**src/rtl/mux_guard.sv**
```systemverilog
// mux_guard: break-before-make guard for NCH analog-mux address fields with sticky collision fault.
// Define MUX_GUARD_CNT_EN to build the saturating fault-entry counter; otherwise conflict_cnt is tied to 0.
module mux_guard #(
  parameter int NCH    = 3,
  parameter int ADR_W  = 4,
  parameter int SETTLE = 4,
  parameter int CNT_W  = 8
) (
  input  logic                 clock,
  input  logic                 reset,
  input  logic [NCH*ADR_W-1:0] adr_in,
  input  logic                 mux_en_in,
  input  logic                 fault_clr,
  output logic [NCH*ADR_W-1:0] adr_out,
  output logic                 mux_en_out,
  output logic [NCH-1:0]       conflict_mask,
  output logic                 fault,
  output logic [CNT_W-1:0]     conflict_cnt
);
  localparam int TW = (SETTLE > 1) ? $clog2(SETTLE) : 1;
  localparam logic [TW-1:0] TLAST = TW'(SETTLE - 1);
  typedef enum logic [1:0] {ST_IDLE, ST_SETTLE, ST_EN, ST_FAULT} state_t;
  state_t               state_q, state_d;
  logic [TW-1:0]        timer_q, timer_d;
  logic [NCH*ADR_W-1:0] adr_q, adr_d;
  logic [NCH-1:0]       mask_q, mask_d;
  logic                 mux_en_q, mux_en_d, fault_q, fault_d;
  logic                 conflict, stable;
  always_comb begin
    mask_d = '0;
    for (int i = 0; i < NCH; i++)
      for (int j = 0; j < NCH; j++)
        if (i != j && adr_q[i*ADR_W +: ADR_W] == adr_q[j*ADR_W +: ADR_W]) mask_d[i] = 1'b1;
  end
  assign conflict = |mask_d;
  assign stable   = (adr_in == adr_q);
  always_comb begin
    state_d = state_q;
    timer_d = timer_q;
    case (state_q)
      ST_IDLE:
        if (mux_en_in && conflict) state_d = ST_FAULT;
        else if (mux_en_in && stable) begin
          state_d = ST_SETTLE;
          timer_d = '0;
        end
      ST_SETTLE:
        if (conflict) state_d = ST_FAULT;
        else if (!mux_en_in || !stable) state_d = ST_IDLE;
        else if (timer_q == TLAST) state_d = ST_EN;
        else timer_d = timer_q + 1'b1;
      ST_EN:
        if (!mux_en_in || !stable) state_d = ST_IDLE;
      default:
        if (fault_clr) state_d = ST_IDLE;
    endcase
    // Addresses freeze only while the mux stays enabled; leaving ENABLED picks up the new address at once.
    adr_d    = (state_d == ST_EN) ? adr_q : adr_in;
    mux_en_d = (state_d == ST_EN);
    fault_d  = (state_d == ST_FAULT);
  end
  always_ff @(posedge clock) begin
    if (reset) begin
      state_q  <= ST_IDLE;
      timer_q  <= '0;
      adr_q    <= '0;
      mask_q   <= '0;
      mux_en_q <= 1'b0;
      fault_q  <= 1'b0;
    end else begin
      state_q  <= state_d;
      timer_q  <= timer_d;
      adr_q    <= adr_d;
      mask_q   <= mask_d;
      mux_en_q <= mux_en_d;
      fault_q  <= fault_d;
    end
  end
`ifdef MUX_GUARD_CNT_EN
  logic [CNT_W-1:0] cnt_q, cnt_d;
  always_comb begin
    cnt_d = (state_d == ST_FAULT && state_q != ST_FAULT && cnt_q != '1) ? cnt_q + 1'b1 : cnt_q;
  end
  always_ff @(posedge clock) begin
    if (reset) cnt_q <= '0;
    else cnt_q <= cnt_d;
  end
  assign conflict_cnt = cnt_q;
`else
  assign conflict_cnt = '0;
`endif
  assign adr_out       = adr_q;
  assign mux_en_out    = mux_en_q;
  assign conflict_mask = mask_q;
  assign fault         = fault_q;
endmodule

```
**config.mk**
```make
export PLATFORM = sky130hd
export DESIGN_NAME = mux_guard
export DESIGN_NICKNAME = d
export VERILOG_FILES = /design/src/rtl/mux_guard.sv
export SDC_FILE = /design/constraint.sdc
export NUM_CORES = 1
export LEC_CHECK = 0
export CAP_MARGIN = 40
export CORE_MARGIN = 10
export CORE_UTILIZATION = 30
export CTS_CLUSTER_SIZE = 14
export DETAILED_ROUTE_END_ITERATION = 10
export SYNTH_ARGS = -nofsm -noshare
export SYNTH_HDL_FRONTEND = slang
export SYNTH_SLANG_ARGS = --single-unit
```
**constraint.sdc**
```tcl
create_clock -name clock -period 2.21 [get_ports clock]
set_clock_uncertainty 0.05 [all_clocks]
set_input_delay 0.3315 -clock clock [delete_from_list [all_inputs] [get_ports clock]]
set_output_delay 0.3315 -clock clock [all_outputs]
set_load 0.005 [all_outputs]
```
== Yosys cells after proc, flatten, opt, wreduce, memory -nomap -nowiden ==
Cells that the tools add are included.

* Reductions and logical operators: 9
* Add/sub/neg operators: 1
* Multiplexer cells: 20
* Eq/ne operators: 17

{| class="wikitable"
|+ Operator list
! operator !! number
|-
| == test 4 bit || 6
|-
| 2-to-1 mux 2 bit || 12
|-
| == test 12 bit || 1
|-
| != test 2 bit (second input constant) || 5
|-
| == test 2 bit (second input constant) || 4
|-
| 2-to-1 mux 1 bit || 6
|-
| case mux 2 bit (3 select lines) || 1
|-
| AND reduction 6 bit || 1
|-
| case mux 2 bit (2 select lines) || 1
|-
| OR reduction 3 bit || 1
|-
| adder 2 x 1 -> 2 bit (second input constant) || 1
|-
| == test 2 x 1 -> 1 bit (second input constant) || 1
|-
| logical AND 1 bit || 2
|-
| zero test 1 bit || 2
|-
| zero test 2 bit || 1
|-
| nonzero test 2 bit || 1
|-
| logical OR 1 bit || 1
|}

* Input bits: 16
* Output and inout port bits: 25
* Register bits after elaboration: 21
* Logic and storage cells: 53

== Logic depth before layout (Yosys ltp) ==
Gate-level depths: netlist of the first run.

* Depth after elaboration: 8
* Depth in mapped cells: 6
* Mapped depth without buffers: 5

== Least setup slack after synthesis of the first run ==
No wires, ideal clock.

* Path kind: register to register
* From: register adr_q[7] (netlist: adr_out[7])
* To: register mux_en_q (netlist: mux_en_out)
* Buffers on the path: 0
* Stages on the path, launching flop included: 6
* Setup time: 116 ps
* Data required time: 2,044 ps
* Arrival time: 1,532 ps
* Setup slack: 512 ps
* Period minus slack after synthesis: 1,698 ps
* Path through: dfxtp_1 -> xor2_1 -> or4_4 -> nor3_2 -> o21ai_0 -> and4_1

* Word-level cells in the longest chain between the ends: 8
* Elaborated cells on any way between the ends: 22
* Classes of those cells: eq/ne (6); mux (11); reduce/logical (5)

{| class="wikitable"
|+ RTL lines
! what !! RTL line !! source
|-
| start, declared || 25 || <nowiki>logic [NCH*ADR_W-1:0] adr_q, adr_d;</nowiki>
|-
| start signal, assigned || 73 || <nowiki>adr_q <= adr_d;</nowiki>
|-
| == test 4 bit || 33 || <nowiki>if (i != j && adr_q[i*ADR_W +: ADR_W] == adr_q[j*ADR_W +: ADR_W]) mask_d[i] = 1'b1;</nowiki>
|-
| 2-to-1 mux 1 bit (2 in series) || 33 ||
|-
| OR reduction 3 bit || 35 || <nowiki>assign conflict = |mask_d;</nowiki>
|-
| logical AND 1 bit || 42 || <nowiki>if (mux_en_in && conflict) state_d = ST_FAULT;</nowiki>
|-
| 2-to-1 mux 2 bit || 42 ||
|-
| case mux 2 bit (3 select lines) (*) || 40 || <nowiki>case (state_q)</nowiki>
|-
| == test 2 bit (*) || 59 || <nowiki>mux_en_d = (state_d == ST_EN);</nowiki>
|-
| end signal, assigned || 75 || <nowiki>mux_en_q <= mux_en_d;</nowiki>
|-
| end, declared || 27 || <nowiki>logic mux_en_q, mux_en_d, fault_q, fault_d;</nowiki>
|}

Every way passes the cells marked *; elsewhere a longest branch is shown, timed or not.
A chain may end at the register's enable or synchronous reset.

== Final worst setup path of the first run ==
* From: input adr_in[9]
* To: register timer_q[0]

* Word-level cells in the longest chain between the ends: 5
* Elaborated cells on any way between the ends: 7
* Classes of those cells: eq/ne (3); reduce/logical (4)

{| class="wikitable"
|+ RTL lines
! what !! RTL line !! source
|-
| start, declared || 11 || <nowiki>input logic [NCH*ADR_W-1:0] adr_in,</nowiki>
|-
| == test 12 bit (*) || 36 || <nowiki>assign stable = (adr_in == adr_q);</nowiki>
|-
| zero test 1 bit || 49 || <nowiki>else if (!mux_en_in || !stable) state_d = ST_IDLE;</nowiki>
|-
| logical OR 1 bit || 49 ||
|-
| != test 2 bit (no line) || - ||
|-
| AND reduction 6 bit (no line) (*) || - ||
|-
| end signal, assigned || 72 || <nowiki>timer_q <= timer_d;</nowiki>
|-
| end, declared || 24 || <nowiki>logic [TW-1:0] timer_q, timer_d;</nowiki>
|}

Marked as above.

==> results.txt, run 1 <==
The total global-route track usage came out at 0.0870. The clock period minus worst slack is a little over 2 ns. The number of register bits inferred by synthesis is 21. The number of nets still failing antenna checks after routing came out at 0.

The maximum fanout along the worst path came out at 5. In the finished design, the share of the clock period the worst path needs comes to 0.921. The number of buffers and inverters on the critical path came out at 1. The routed design has approximately 2.7 mm of wire.

The top cell family by delay on the critical path is simple AND/OR/NAND/NOR gates. The final weighted congestion of routability-driven global placement is 0.725. The clock root buffer is sky130_fd_sc_hd__clkbuf_8. The post-route core utilization is 0.434. The count of inserted antenna diode cells came out at 0. The clock latency at the later pin of the worst-skew pair is between 0.2 and 0.3 ns. The number of cells on the worst reg-to-reg path is 5.

The H-tree level count is 1. The worst setup path category is primary input to register. Detailed placement ended at an HPWL of roughly 2.3 mm. The wire length of the first global-routing pass came out at 4.53 mm. The quantity of gates resized following cts is 0.

At the worst endpoint, the arrival time is roughly 2.1 ns. Setup violations remaining at the end of the flow were counted as 0. The sequential cell area is 420 um2. The share of total power consumed by net switching is 0.265. The via count of the first global-routing pass came to approximately 950. The number of design-rule violations left by the first detailed-router iteration is 95. The worst-path cell with the longest stage delay is sky130_fd_sc_hd__or4_1. In the post-synthesis netlist, the biggest area contributors are sky130_fd_sc_hd__dfxtp_1, sky130_fd_sc_hd__xnor2_1, sky130_fd_sc_hd__nor2b_1, sky130_fd_sc_hd__xor2_1, sky130_fd_sc_hd__buf_4. Cell internal power was estimated by the tool at 0.000641 W. The fraction of layout cells with a size suffix above 1 is 0.0724. The number of clock buffers added by TritonCTS is 3.

The net switching power figure is ~0.00023 W. The area of the die came out at 6470 um2. The TritonCTS sink count came out at 21. The number of ports placed on the die boundary is between 40 and 50. The share of synthesized area in the top cell type comes to 0.384. The clock network fraction of total power is 0.287. The commonest cells after synthesis are sky130_fd_sc_hd__dfxtp_1, sky130_fd_sc_hd__xnor2_1, sky130_fd_sc_hd__nor2b_1.

The horizontal die dimension is roughly 80 um. The power per cell area is 585 nW/um2. The dominant cell type by area after synthesis is sky130_fd_sc_hd__dfxtp_1.

The worst hold path belongs to the class register to register. IR analysis of the VDD net gives a maximum drop of around 0.24 mV. Detailed routing inserted a total of between 900 and 1000 vias. STA classifies the critical path startpoint as a primary input. The worst slack after detailed placement is -0.116 ns.

Across the run, the number of max-cap violations was 0. The average instance area after synthesis is between 9 and 10 um2. Buffers placed on the I/O ports in this run total 32. From bottom edge to top edge, the die measures roughly 80 um.

Setup repair after global routing left no endpoint under its margin. The leakage power total is ~0.55 nW. The number of cell rows is 21.

The total of hold buffers inserted after clock tree synthesis came out at 0. Relative to the synthesized area, the layout overhead comes to 36.3%. For flop-to-flop paths, the worst setup slack is between 0.2 and 0.3 ns. By instance count, the leading cell after synthesis is sky130_fd_sc_hd__dfxtp_1. The most used flip-flop cell after synthesis is sky130_fd_sc_hd__dfxtp_1. Summing all multi-input logic gate instances after layout gives between 600 and 700 um2. Power comes to 0.000873 W. The worst hold path passes through 2 cells. The length of routed met2 wiring is 1.33 mm.

The area inside the core boundary came out at about 3400 um2. In this run, synthesis inferred 0 flip-flops with an integrated enable. The sequential fraction of design power is 0.494.

The number of detailed-route iterations in the first pass is 4. The post-synth design cell area came out at roughly 1100 um2. The number of antenna violations at the first check in global routing came to 0. The finished layout holds approximately 200 standard cells, fillers aside.

The global-route congestion overflow total came out at 0. After technology mapping, the gate count stands at 117. The number of post-CTS setup repair buffers came out at 0. The number of distinct library cell variants in the gate-level netlist after synthesis is 32. Traced cell by cell, the critical path runs through clkdlybuf4s50_1, xor2_1, nor4_1, nand4_1, or4_1, o311ai_0.

The worst reg2reg path endpoint is timer_q[0]$_SDFFE_PP0P_. For this configuration, the core starts out at a cell density of 0.318. The share of the Yosys chip area taken by registers is 0.384. The worst hold path begins at timer_q[1]$_SDFFE_PP0P_. The count of pins over their slew limit is 0. The average routed wire per standard cell came out at between 10 and 15 um. After synthesis, the share of flip-flops with an asynchronous set or reset is 0. The maximum buffer depth of the clock tree came out at 2.

STA classifies the critical path endpoint as a register. The combinational power share is 0.219. The flow ran to the end, and the final reports show no timing, DRC or antenna violations.

For hold timing, the worst endpoint is timer_q[1]$_SDFFE_PP0P_. The number of vias per cell is roughly 4.6. The highest metal layer carrying signal wires in the routed design is met4.

The worst register-to-register path begins at adr_out[9]$_SDFFE_PP0P_. The warning count from the yosys run came out at 0. Timing would allow up to around 0.49 GHz. The post-route DRC violation count is 0. The setup slack after layout came out at ~0.18 ns. TritonCTS built the clock tree.

The number of nets at the end of the flow came out at 170. The cell total after placement came out at roughly 190. For this run, the slowest stage of the critical path takes about 0.52 ns. The met3 wire length is 303 um. The endpoint required time on the critical path is ~2.3 ns.

The routed metal-1 wire length is about 1.1 mm. On the final layout, the worst hold slack is approximately 0.51 ns. The clock transition at the register clock pins on the worst setup and hold paths after CTS came out at roughly 0.07 ns. The number of filler instances in the final layout is 363. The pin count of the biggest net entering global routing came out at 13. The number of hold violations in the final report came out at 0.
-- kinds of logic after synthesis --
family | count (synthesis) | share of synthesized area
adders and majority gates | 1 | 0.0114
AOI/OAI and AO/OA | 16 | 0.0972
buffers and inverters | 15 | 0.0823
DFF | 21 | 0.384
and+or+nand+nor | 38 | 0.222
other | 1 | 0.00343
xor gates and xnor gates | 25 | 0.200
-- placed cells by master, fill, tap and decap left out --
| cell | synthesis | layout |
|---|---|---|
| sky130_fd_sc_hd__or4_1 | 2 | 2 |
| sky130_fd_sc_hd__nor2_1 | 3 | 3 |
| sky130_fd_sc_hd__a31oi_1 | 1 | 1 |
| sky130_fd_sc_hd__a21oi_1 | 4 | 4 |
| sky130_fd_sc_hd__nand2b_1 | 1 | 1 |
| sky130_fd_sc_hd__a21boi_0 | 1 | 1 |
| sky130_fd_sc_hd__clkbuf_8 | 0 | 3 |
| sky130_fd_sc_hd__nor3_2 | 1 | 1 |
| sky130_fd_sc_hd__inv_1 | 4 | 4 |
| sky130_fd_sc_hd__or4b_1 | 1 | 1 |
| sky130_fd_sc_hd__nand3_1 | 4 | 4 |
| sky130_fd_sc_hd__and4b_1 | 1 | 1 |
| sky130_fd_sc_hd__o2111ai_1 | 1 | 1 |
| sky130_fd_sc_hd__o311ai_0 | 2 | 2 |
| sky130_fd_sc_hd__xnor2_1 | 16 | 16 |
| sky130_fd_sc_hd__clkdlybuf4s50_1 | 0 | 32 |
| sky130_fd_sc_hd__or4_4 | 1 | 1 |
| sky130_fd_sc_hd__nor2b_1 | 13 | 13 |
| sky130_fd_sc_hd__ha_1 | 1 | 1 |
| sky130_fd_sc_hd__buf_4 | 9 | 3 |
| sky130_fd_sc_hd__nand2_1 | 1 | 1 |
| sky130_fd_sc_hd__or2_2 | 2 | 2 |
| sky130_fd_sc_hd__nor4_1 | 1 | 1 |
| sky130_fd_sc_hd__dfxtp_1 | 21 | 21 |
| sky130_fd_sc_hd__a41o_1 | 1 | 1 |
| sky130_fd_sc_hd__a22oi_1 | 1 | 1 |
| sky130_fd_sc_hd__conb_1 | 1 | 8 |
| sky130_fd_sc_hd__nor3_1 | 1 | 1 |
| sky130_fd_sc_hd__and4_1 | 1 | 1 |
| sky130_fd_sc_hd__nand4_1 | 5 | 5 |
| sky130_fd_sc_hd__xor2_1 | 9 | 9 |
| sky130_fd_sc_hd__clkinv_2 | 0 | 1 |
| sky130_fd_sc_hd__o21ai_0 | 4 | 4 |
| sky130_fd_sc_hd__a41oi_1 | 1 | 1 |
-- area by class of cell --
cell class,instances,area share
clock buffer,3,0.0277
clock inverter,1,0.00335
inverter,4,0.0101
multi-input combinational,88,0.409
sequential,21,0.282
tap,46,0.0386
timing repair buffer,35,0.230
-- registers in the layout, indices dropped and copies added (netlist names) --
signal / flops
adr_out: 12
conflict_mask: 3
state_q: 2
timer_q: 2
fault: 1
mux_en_out: 1
-- metal layers --
metal / up-vias / global-route usage
li1: 464 / -
met1: 419 / 0.0878
met2: 25 / 0.150
met3: 2 / 0.0468
met4: 0 / 0.0264
met5: - / 0
-- worst register-to-register path, cell delays in order (launching register included) --
cell and delay, ns:
sky130_fd_sc_hd__dfxtp_1 0.46, sky130_fd_sc_hd__xor2_1 0.11, sky130_fd_sc_hd__nor4_1 0.34, sky130_fd_sc_hd__nand4_1 0.23
sky130_fd_sc_hd__or4_1 0.52, sky130_fd_sc_hd__o311ai_0 0.11
-- how the worst max path moves through the flow --
| stage | to | slack (ns) | cells after the start | start |
|---|---|---|---|---|
| finish | timer_q[0]$_SDFFE_PP0P_ | 0.18 | 6 | adr_in[9] |
| global route | timer_q[0]$_SDFFE_PP0P_ | 0.06 | 6 | adr_in[9] |
| CTS | timer_q[0]$_SDFFE_PP0P_ | 0.16 | 6 | adr_in[9] |
| detailed placement | timer_q[0]$_SDFFE_PP0P_ | -0.12 | 6 | adr_in[9] |
| global placement | timer_q[1]$_SDFFE_PP0P_ | -0.02 | 6 | adr_in[9] |
| floorplan | mux_en_out$_SDFF_PP0_ | 0.51 | 5 | adr_out[7]$_SDFFE_PP0P_ |
-- power groups by stage --
stage          clock network [W]  registers [W]  logic (W)
2_1_floorplan                  0       0.000436   0.000108
3_3_place_gp                   0       0.000440   0.000191
3_5_place_dp                   0       0.000441   0.000193
4_1_cts                 0.000259       0.000432   0.000194
5_1_grt                 0.000272       0.000436   0.000214
6_report                0.000250       0.000431   0.000191
-- stage by stage --
step                      TNS, ns  instance area (um2)
after global routing            0                 1490
after floorplan                 0                 1120
after global placement    -0.0212                 1450
after CTS                       0                 1490
after detailed placement   -0.209                 1450
final                           0                 1490
No activity file was read; power rests on OpenSTA's default activity.
==> run 2, diff against run 1 <==
--- a/config.mk
+++ b/config.mk
@@ -5,6 +5,8 @@
 export SDC_FILE = /design/constraint.sdc
 export NUM_CORES = 1
 export LEC_CHECK = 0
+export ABC_AREA = 1
+export ABC_CLOCK_PERIOD_IN_PS = 2210
 export CAP_MARGIN = 40
 export CORE_MARGIN = 10
 export CORE_UTILIZATION = 30
==> results.txt, run 2 <==
The layout overhead on the synthesized area came out at 29.6%. The period utilization is 0.746 (-0.175). Broken down by cell family, the worst path's largest delay share belongs to buffers and inverters. The post-synthesis xor/xnor area fraction came out at 0 (-0.200). The post-route core utilization was 0.400 (-0.0334). The number of post-CTS setup repair buffers came out at 0 (unchanged). The horizontal die dimension was 87.0 um (+8.1%). The compound-gate portion of the synthesized area was 0.0242 (-0.0730). The flip-flop count of the largest register, all copies and words added is 12 (unchanged).

The worst slack after detailed placement is 0.320 ns (+0.436 ns). The number of hold violations in the final report is 0 (unchanged). The setup slack after layout came out at 0.562 ns (+0.386 ns). The endpoint required time on the critical path was 1.83 ns (-0.47 ns). The worst supply voltage drop on vdd came out at 0.183 mV (-24%). On the critical path, the stage with the largest delay is an instance of sky130_fd_sc_hd__clkdlybuf4s50_1. Of all cell types, the one taking the most synthesized area is sky130_fd_sc_hd__dfxtp_1.

The number of distinct library cell variants in the gate-level netlist after synthesis is 17 (-47%). The total of hold buffers inserted after clock tree synthesis came out at 0 (unchanged). The TritonCTS sink count was 21 (unchanged).

Setup repair after global routing left no endpoint under its margin. The starting density of the core came out at 0.309 (-0.00916). The count of pins over their slew limit came out at 0 (unchanged).

The number of register bits inferred by synthesis came out at 21 (unchanged). The post-synth design cell area came to 1350 um2 (+23%). The flow ran to the end, and the final reports show no timing, DRC or antenna violations. The worst stage delay on the critical path is 0.55 ns (+0.03 ns).

The upper clock frequency limit was 0.607 GHz (+23%). The post-route DRC violation count is 0 (unchanged). The clock root buffer is sky130_fd_sc_hd__clkbuf_8. The quantity of gates resized following cts is 0 (unchanged).

The die span in y came out at 87.0 um (+8.1%). The area inside the core boundary came out at 4350 um2 (+26%). The adder-cell share of the synthesized area came out at 0.00930 (-0.00213). The post-synthesis share of cell area spent on and, or, nand and nor gates is 0.495 (+0.273). STA classifies the critical path endpoint as an output pin. The average routed wire per standard cell is 10.5 um (-24%).

The warning count from the yosys run is 0 (unchanged). The count of inserted antenna diode cells is 0 (unchanged). The number of design-rule violations left by the first detailed-router iteration came to 64 (-33%). The post-place instance area came out at 1700 um2 (+17%).

The arrival time at the worst endpoint is 1.27 ns (-0.85 ns). The number of vias per cell is 4.19 (-8.7%). The area of all placed cells without fillers is 1740 um2 (+17%). The number of buffers and inverters on the critical path came out at 1 (unchanged). The total global-route track usage came out at 0.0926 (+0.00561). The worst setup path is launched from a register.

The share of flip-flops with an asynchronous set or reset came out at 0 (unchanged). The leakage power total is 0.927 nW (+68%). The count of port buffers added during placement came to 32 (unchanged). The number of enable-type register cells in the synthesized netlist is 0 (unchanged). The average instance area after synthesis came out at 5.63 um2 (-40%). TritonCTS built the clock tree.

The global-route congestion overflow total came out at 0 (unchanged). The H-tree level count is 1 (unchanged). The maximum fanout along the worst path came out at 6 (+1). The sequential area share after synthesis is 0.313 (-0.0714). The fraction of synthesized area in multiplexers is 0 (unchanged). The number of cell rows came to 24 (+14%). The number of detailed-route iterations in the first pass came to 4 (unchanged). The fraction of layout cells with a size suffix above 1 was 0.0989 (+0.0265). The number of nets still failing antenna checks after routing came out at 0 (unchanged).

In this run the worst hold path is classified as register to register. The worst-case hold slack is 0.471 ns (-0.0439 ns). The via count of the first global-routing pass came out at 1283 (+35%).

The main combinational cell family by area after synthesis is simple AND/OR/NAND/NOR gates. The post-DP HPWL is 2.89 mm (+25%). The library cell used most frequently in the layout, excluding fill and tap cells, is sky130_fd_sc_hd__nand2_1. The number of ports placed on the die boundary came out at 41 (unchanged). The area of the die is 7560 um2 (+17%). The number of nets at the end of the flow is 291 (+71%). The number of failing setup endpoints in the final timing report was 0 (unchanged).

The top cell types in the final layout, fill and taps aside, are sky130_fd_sc_hd__nand2_1, sky130_fd_sc_hd__nor2_1, sky130_fd_sc_hd__clkdlybuf4s50_1. The number of buffers created by CTS is 3 (unchanged). The area share of the leading cell type in the synthesized netlist is 0.313 (-0.0714).

The pin count of the biggest net entering global routing came out at 13 (unchanged). The cell count after synthesis is 239 (+100%). The number of antenna violations at the first check in global routing is 0 (unchanged). The power per cell area came out at 541 nW/um2 (-7.5%).

The critical path in this run is classified as register to output pin. The clock latency at the later pin of the worst-skew pair is 0.27 ns (about the same). The wire length of the first global-routing pass is 5.60 mm (+24%).

Traced cell by cell, the critical path runs through clkdlybuf4s50_1. The overall routed net length is 3.41 mm (+25%). The sum of negative setup slack came out at 0 ns (unchanged). Among all cell types in the netlist, the one instantiated most often is sky130_fd_sc_hd__nand2_1. Counting instances in the post-synthesis netlist gives the leading cell types as sky130_fd_sc_hd__nand2_1, sky130_fd_sc_hd__nor2_1, sky130_fd_sc_hd__inv_1. The total of max-cap violations came out at 0 (unchanged).

The maximum buffer depth of the clock tree came out at 2 (unchanged). Among all flip-flop cells after synthesis, the most frequent one is sky130_fd_sc_hd__dfxtp_1. The clock transition at the register clock pins on the worst setup and hold paths after CTS came out at 0.08 ns (about the same). The clock period minus worst slack came out at 1.65 ns (-0.386 ns). The final weighted congestion of routability-driven global placement is 0.818 (+13%). Yosys attributes the largest share of cell area to sky130_fd_sc_hd__dfxtp_1, sky130_fd_sc_hd__nand2_1, sky130_fd_sc_hd__nor2_1, sky130_fd_sc_hd__inv_1, sky130_fd_sc_hd__buf_4. The via count of the routed design is 1363 (+50%).
run 2: cell types whose count changed after synthesis, moves of 13 or more:
cell and change:
sky130_fd_sc_hd__inv_1 +25, sky130_fd_sc_hd__xnor2_1 -16, sky130_fd_sc_hd__nor2_1 +38, sky130_fd_sc_hd__nor2b_1 -13, sky130_fd_sc_hd__nand2_1 +99
run 2: kinds of logic (layout without fill, tap and decap cells):
| kind of cell | Yosys count | after routing |
|---|---|---|
| adder cells (fa/ha/maj) | 1 | 1 |
| AO/OA/AOI/OAI | 6 | 6 |
| AND/OR/NAND/NOR | 162 | 162 |
| other | 1 | 8 |
| flip-flops | 21 | 21 |
| buffers and inverters | 48 | 75 |
run 2: path summary, 6_finish.rpt:
kind	from	end	slack (ns)	depth (start not counted)
worst max register to register	adr_out[1]$_SDFFE_PP0P_	fault$_SDFF_PP0_	0.64	12
worst min-delay path	timer_q[1]$_SDFFE_PP0P_	timer_q[1]$_SDFFE_PP0P_	0.47	4
worst max-delay path	adr_out[0]$_SDFFE_PP0P_	adr_out[0]	0.56	1
worst min register to register	timer_q[1]$_SDFFE_PP0P_	timer_q[1]$_SDFFE_PP0P_	0.47	4
run 2: metrics by stage:
step	cells	power (W)
global route	325	0.00101
finish	325	0.000943
floorplan	246	0.000600
CTS	325	0.000959
global placement	321	0.000696
detailed placement	321	0.000695
run 2: area by class of cell:
type                            instances  area (um2)
Clock buffer                            3        41.3
Clock inverter                          1        5.00
Fill cell                             494        2610
Inverter                               38         143
Multi-Input combinational cell        177         741
Sequential cell                        21         420
Tap cell                               52        65.1
Timing Repair Buffer                   33         328
run 2: routing by layer:
layer	part of all wire	track usage	vias up
li1	-	-	755
met5	0	0	-
met1	0.49	0.117	570
met2	0.42	0.139	33
met3	0.083	0.0300	5
met4	0.013	0.0398	0
run 2: report_power, final:
| group | leakage, nW | switching, W | internal [W] |
|---|---|---|---|
| Combinational | 0.727 | 0.000139 | 0.000117 |
| Clock | 0.0255 | 0.000132 | 0.000126 |
| Sequential | 0.174 | 0.0000235 | 0.000406 |
| Total | 0.927 | 0.000295 | 0.000648 |
==> run 3, diff against run 2 <==
--- a/config.mk
+++ b/config.mk
@@ -6,7 +6,7 @@
 export NUM_CORES = 1
 export LEC_CHECK = 0
 export ABC_AREA = 1
-export ABC_CLOCK_PERIOD_IN_PS = 2210
+export ABC_CLOCK_PERIOD_IN_PS = 1700
 export CAP_MARGIN = 40
 export CORE_MARGIN = 10
 export CORE_UTILIZATION = 30
==> constraint.sdc (replaced) <==
create_clock -name clock -period 1.7 [get_ports clock]
set_clock_uncertainty 0.05 [all_clocks]
set_input_delay 0.255 -clock clock [delete_from_list [all_inputs] [get_ports clock]]
set_output_delay 0.255 -clock clock [all_outputs]
set_load 0.005 [all_outputs]
==> results.txt, run 3 (synthesized netlist as in run 2, its figures left out) <==
The number of cell rows is 24 (unchanged). The clock latency at the later pin of the worst-skew pair is 0.26 ns (about the same). The H-tree level count is 1 (unchanged). The number of antenna violations at the first check in global routing came out at 0 (unchanged). The flip-flop count of the largest register, all copies and words added came out at 12 (unchanged). The number of vias per cell is 4.20 (about the same). The met2 usage came out at 0.143 (+0.00333). The share of total power consumed by net switching is 0.307 (-0.00490). The number of hold violations in the final report is 0 (unchanged).

The overall routed net length came out at 3.54 mm (+3.8%). The number of post-CTS setup repair buffers is 0 (unchanged). The layout overhead on the synthesized area is 37.4%. The cell repeated most along the worst path is sky130_fd_sc_hd__nand2_1.

The number of detailed-route iterations in the first pass came to 4 (unchanged). The total of max-cap violations came out at 0 (unchanged). The pin count of the biggest net entering global routing is 16 (+3).

The number of ports placed on the die boundary came out at 41 (unchanged). met2 is the most crowded layer. The sequential fraction of design power is 0.450 (-0.005). The global-route congestion overflow total came out at 0 (unchanged).

The count of inserted antenna diode cells is 0 (unchanged). The worst setup path is launched from a primary input. The via count of the first global-routing pass is 1325 (+3.3%). The power per cell area is 677 nW/um2 (+25%). The number of design-rule violations left by the first detailed-router iteration came out at 53 (-17%). In this run the worst hold path is classified as primary input to register. Leaving out fill and tap cells, the most frequent cells in the layout are sky130_fd_sc_hd__nand2_1, sky130_fd_sc_hd__nor2_1, sky130_fd_sc_hd__clkdlybuf4s50_1. The clock network fraction of total power came to 0.264 (-0.010).

The number of buffers created by CTS came to 3 (unchanged). The slowest stage of the critical path is the sky130_fd_sc_hd__clkdlybuf4s50_1 cell. The maximum fanout along the worst path is 3 (-3).

The upper clock frequency limit came out at between 0.6 and 0.7 GHz. The die span in y is 87.0 um (unchanged). The post-route DRC violation count is 0 (unchanged). The total of hold buffers inserted after clock tree synthesis is 0 (unchanged). The worst stage delay on the critical path is 0.48 ns (-0.07 ns). The horizontal die dimension came out at 87.0 um (unchanged). Setup repair after global routing left no endpoint under its margin.

The number of buffers and inverters on the critical path is 3 (+2). The maximum buffer depth of the clock tree came out at 2 (unchanged). The quantity of gates resized following cts was 0 (unchanged). The post-route core utilization came to 0.424 (+0.0241). The leakage power total is 0.983 nW (+6.1%).

The total global-route track usage came out at 0.0932 (+0.000589). The area inside the core boundary is 4350 um2 (unchanged). The number of nets still failing antenna checks after routing came out at 0 (unchanged). The count of port buffers added during placement is 32 (unchanged). The area of the die is 7560 um2 (unchanged).

The worst slack after detailed placement came out at -0.124 ns (-0.444 ns). The post-DP HPWL is 2.88 mm (-0.19%). The count of pins over their slew limit came out at 0 (unchanged). The clock tree from TritonCTS is built. The clock transition at the register clock pins on the worst setup and hold paths after CTS came out at 0.08 ns (about the same). The starting density of the core came out at 0.309 (unchanged). The endpoint required time on the critical path is 1.85 ns (+0.02 ns).

The worst supply voltage drop on vdd came to 0.273 mV (+49%). The routing usage on met1 came out at 0.119 (+0.00114). The worst setup path category is primary input to register. The via count of the routed design came to 1406 (+3.2%). The fraction of layout cells with a size suffix above 1 came to 0.187 (+0.0884). The final instance count without filler cells was 335 (+3.1%). The library cell used most frequently in the layout, excluding fill and tap cells, is sky130_fd_sc_hd__nand2_1. The flow ran to the end, and the final reports show no timing, DRC or antenna violations. The combinational power share is 0.286 (+0.015). The arrival time at the worst endpoint is 1.70 ns (+0.43 ns).

The worst-case hold slack came out at 0.293 ns (-0.177 ns). The internal power consumption is 0.000866 W (+34%). The net switching power figure came out at 0.000384 W (+30%). The global-route track usage on met3 is 0.0290 (-0.000936).

The number of nets at the end of the flow is 301 (+3.4%). The average routed wire per standard cell was 10.6 um (+0.72%). The clock period minus worst slack came out at 1.55 ns. The critical path goes through clkdlybuf4s50_1, inv_1, nand2_2, nand2_1, nor2_1, nand2_1, nor2_2, nand3_2, nand2_2, nand3_2, nand2_1, inv_1, nor2_1. Grouping stages by cell kind, the critical path spends the most delay in simple AND/OR/NAND/NOR gates.

The final weighted congestion of routability-driven global placement was 0.805 (-1.6%). The root buffer cell chosen for the clock tree is sky130_fd_sc_hd__clkbuf_8. The TritonCTS sink count was 21 (unchanged). The cell total after placement came to 331 (+3.1%). The setup slack after layout is 0.147 ns (-0.415 ns). The worst setup path is captured at a register. The wire length of the first global-routing pass came out at 5.71 mm (+2.0%).

The period utilization is 0.914. The number of failing setup endpoints in the final timing report was 0 (unchanged).
==> run 3: changes by cell type in the layout (fill, tap and decap cells not counted), sizes merged <==
cell           previous run  this run
clkdlybuf4s50            32        31
dlymetal6s2s              0         1
buf                       1        11
clkinv                    1         0
clkbuf                    3         4
==> run 3: layout make-up <==
cell class,instances,area [um2]
fill,478,2510
multi-input combinational,177,758
sequential,21,432
timing repair buffer,43,405
inverter,38,143
tap,52,65.1
clock buffer,4,45.0
==> run 3: stage by stage <==
step | cell area (um2) | total power (W) | TNS, ns
3_5_place_dp | 1770 | 0.000921 | -0.562
6_report | 1850 | 0.00125 | 0
2_1_floorplan | 1370 | 0.000780 | 0
5_1_grt | 1850 | 0.00134 | 0
3_3_place_gp | 1770 | 0.000921 | -0.508
4_1_cts | 1820 | 0.00125 | 0
==> run 3: per-layer routing <==
metal  share of wire  up-vias  routed length [um]
li1                -      772                   -
met1            0.49      589                1720
met2            0.43       41                1530
met3           0.072        4                 255
met4          0.0096        0                  34
met5               0        -                   0
==> run 3: final timing paths <==
check                           cells after the start                        to  slack [ns]                    start
worst max register to register                     12          fault$_SDFF_PP0_        0.18  adr_out[4]$_SDFFE_PP0P_
worst max-delay path                               13   timer_q[0]$_SDFFE_PP0P_        0.15                adr_in[8]
worst min-delay path                                4  adr_out[10]$_SDFFE_PP0P_        0.29               adr_in[10]
worst min register to register                      4   timer_q[1]$_SDFFE_PP0P_        0.48  timer_q[1]$_SDFFE_PP0P_
==> run 3: power groups by stage <==
stage | clock, W | sequential [W] | combinational [W]
after floorplan | 0 | 0.000568 | 0.000212
after CTS | 0.000343 | 0.000559 | 0.000353
after global placement | 0 | 0.000570 | 0.000351
final | 0.000330 | 0.000562 | 0.000358
after global routing | 0.000369 | 0.000567 | 0.000408
after detailed placement | 0 | 0.000570 | 0.000351
==> run 3: worst reg2reg max path, stage by stage (launching register included) <==
cell and delay, ns:
sky130_fd_sc_hd__dfxtp_1 0.42, sky130_fd_sc_hd__inv_2 0.06, sky130_fd_sc_hd__nand2_1 0.06, sky130_fd_sc_hd__nand2_1 0.05, sky130_fd_sc_hd__nor2_1 0.12, sky130_fd_sc_hd__nand2_1 0.14, sky130_fd_sc_hd__nand3_2 0.12, sky130_fd_sc_hd__nand2_2 0.09
sky130_fd_sc_hd__nand3_1 0.10, sky130_fd_sc_hd__nand2_1 0.05, sky130_fd_sc_hd__nand2_1 0.05, sky130_fd_sc_hd__nand2_1 0.07, sky130_fd_sc_hd__nor2_1 0.08
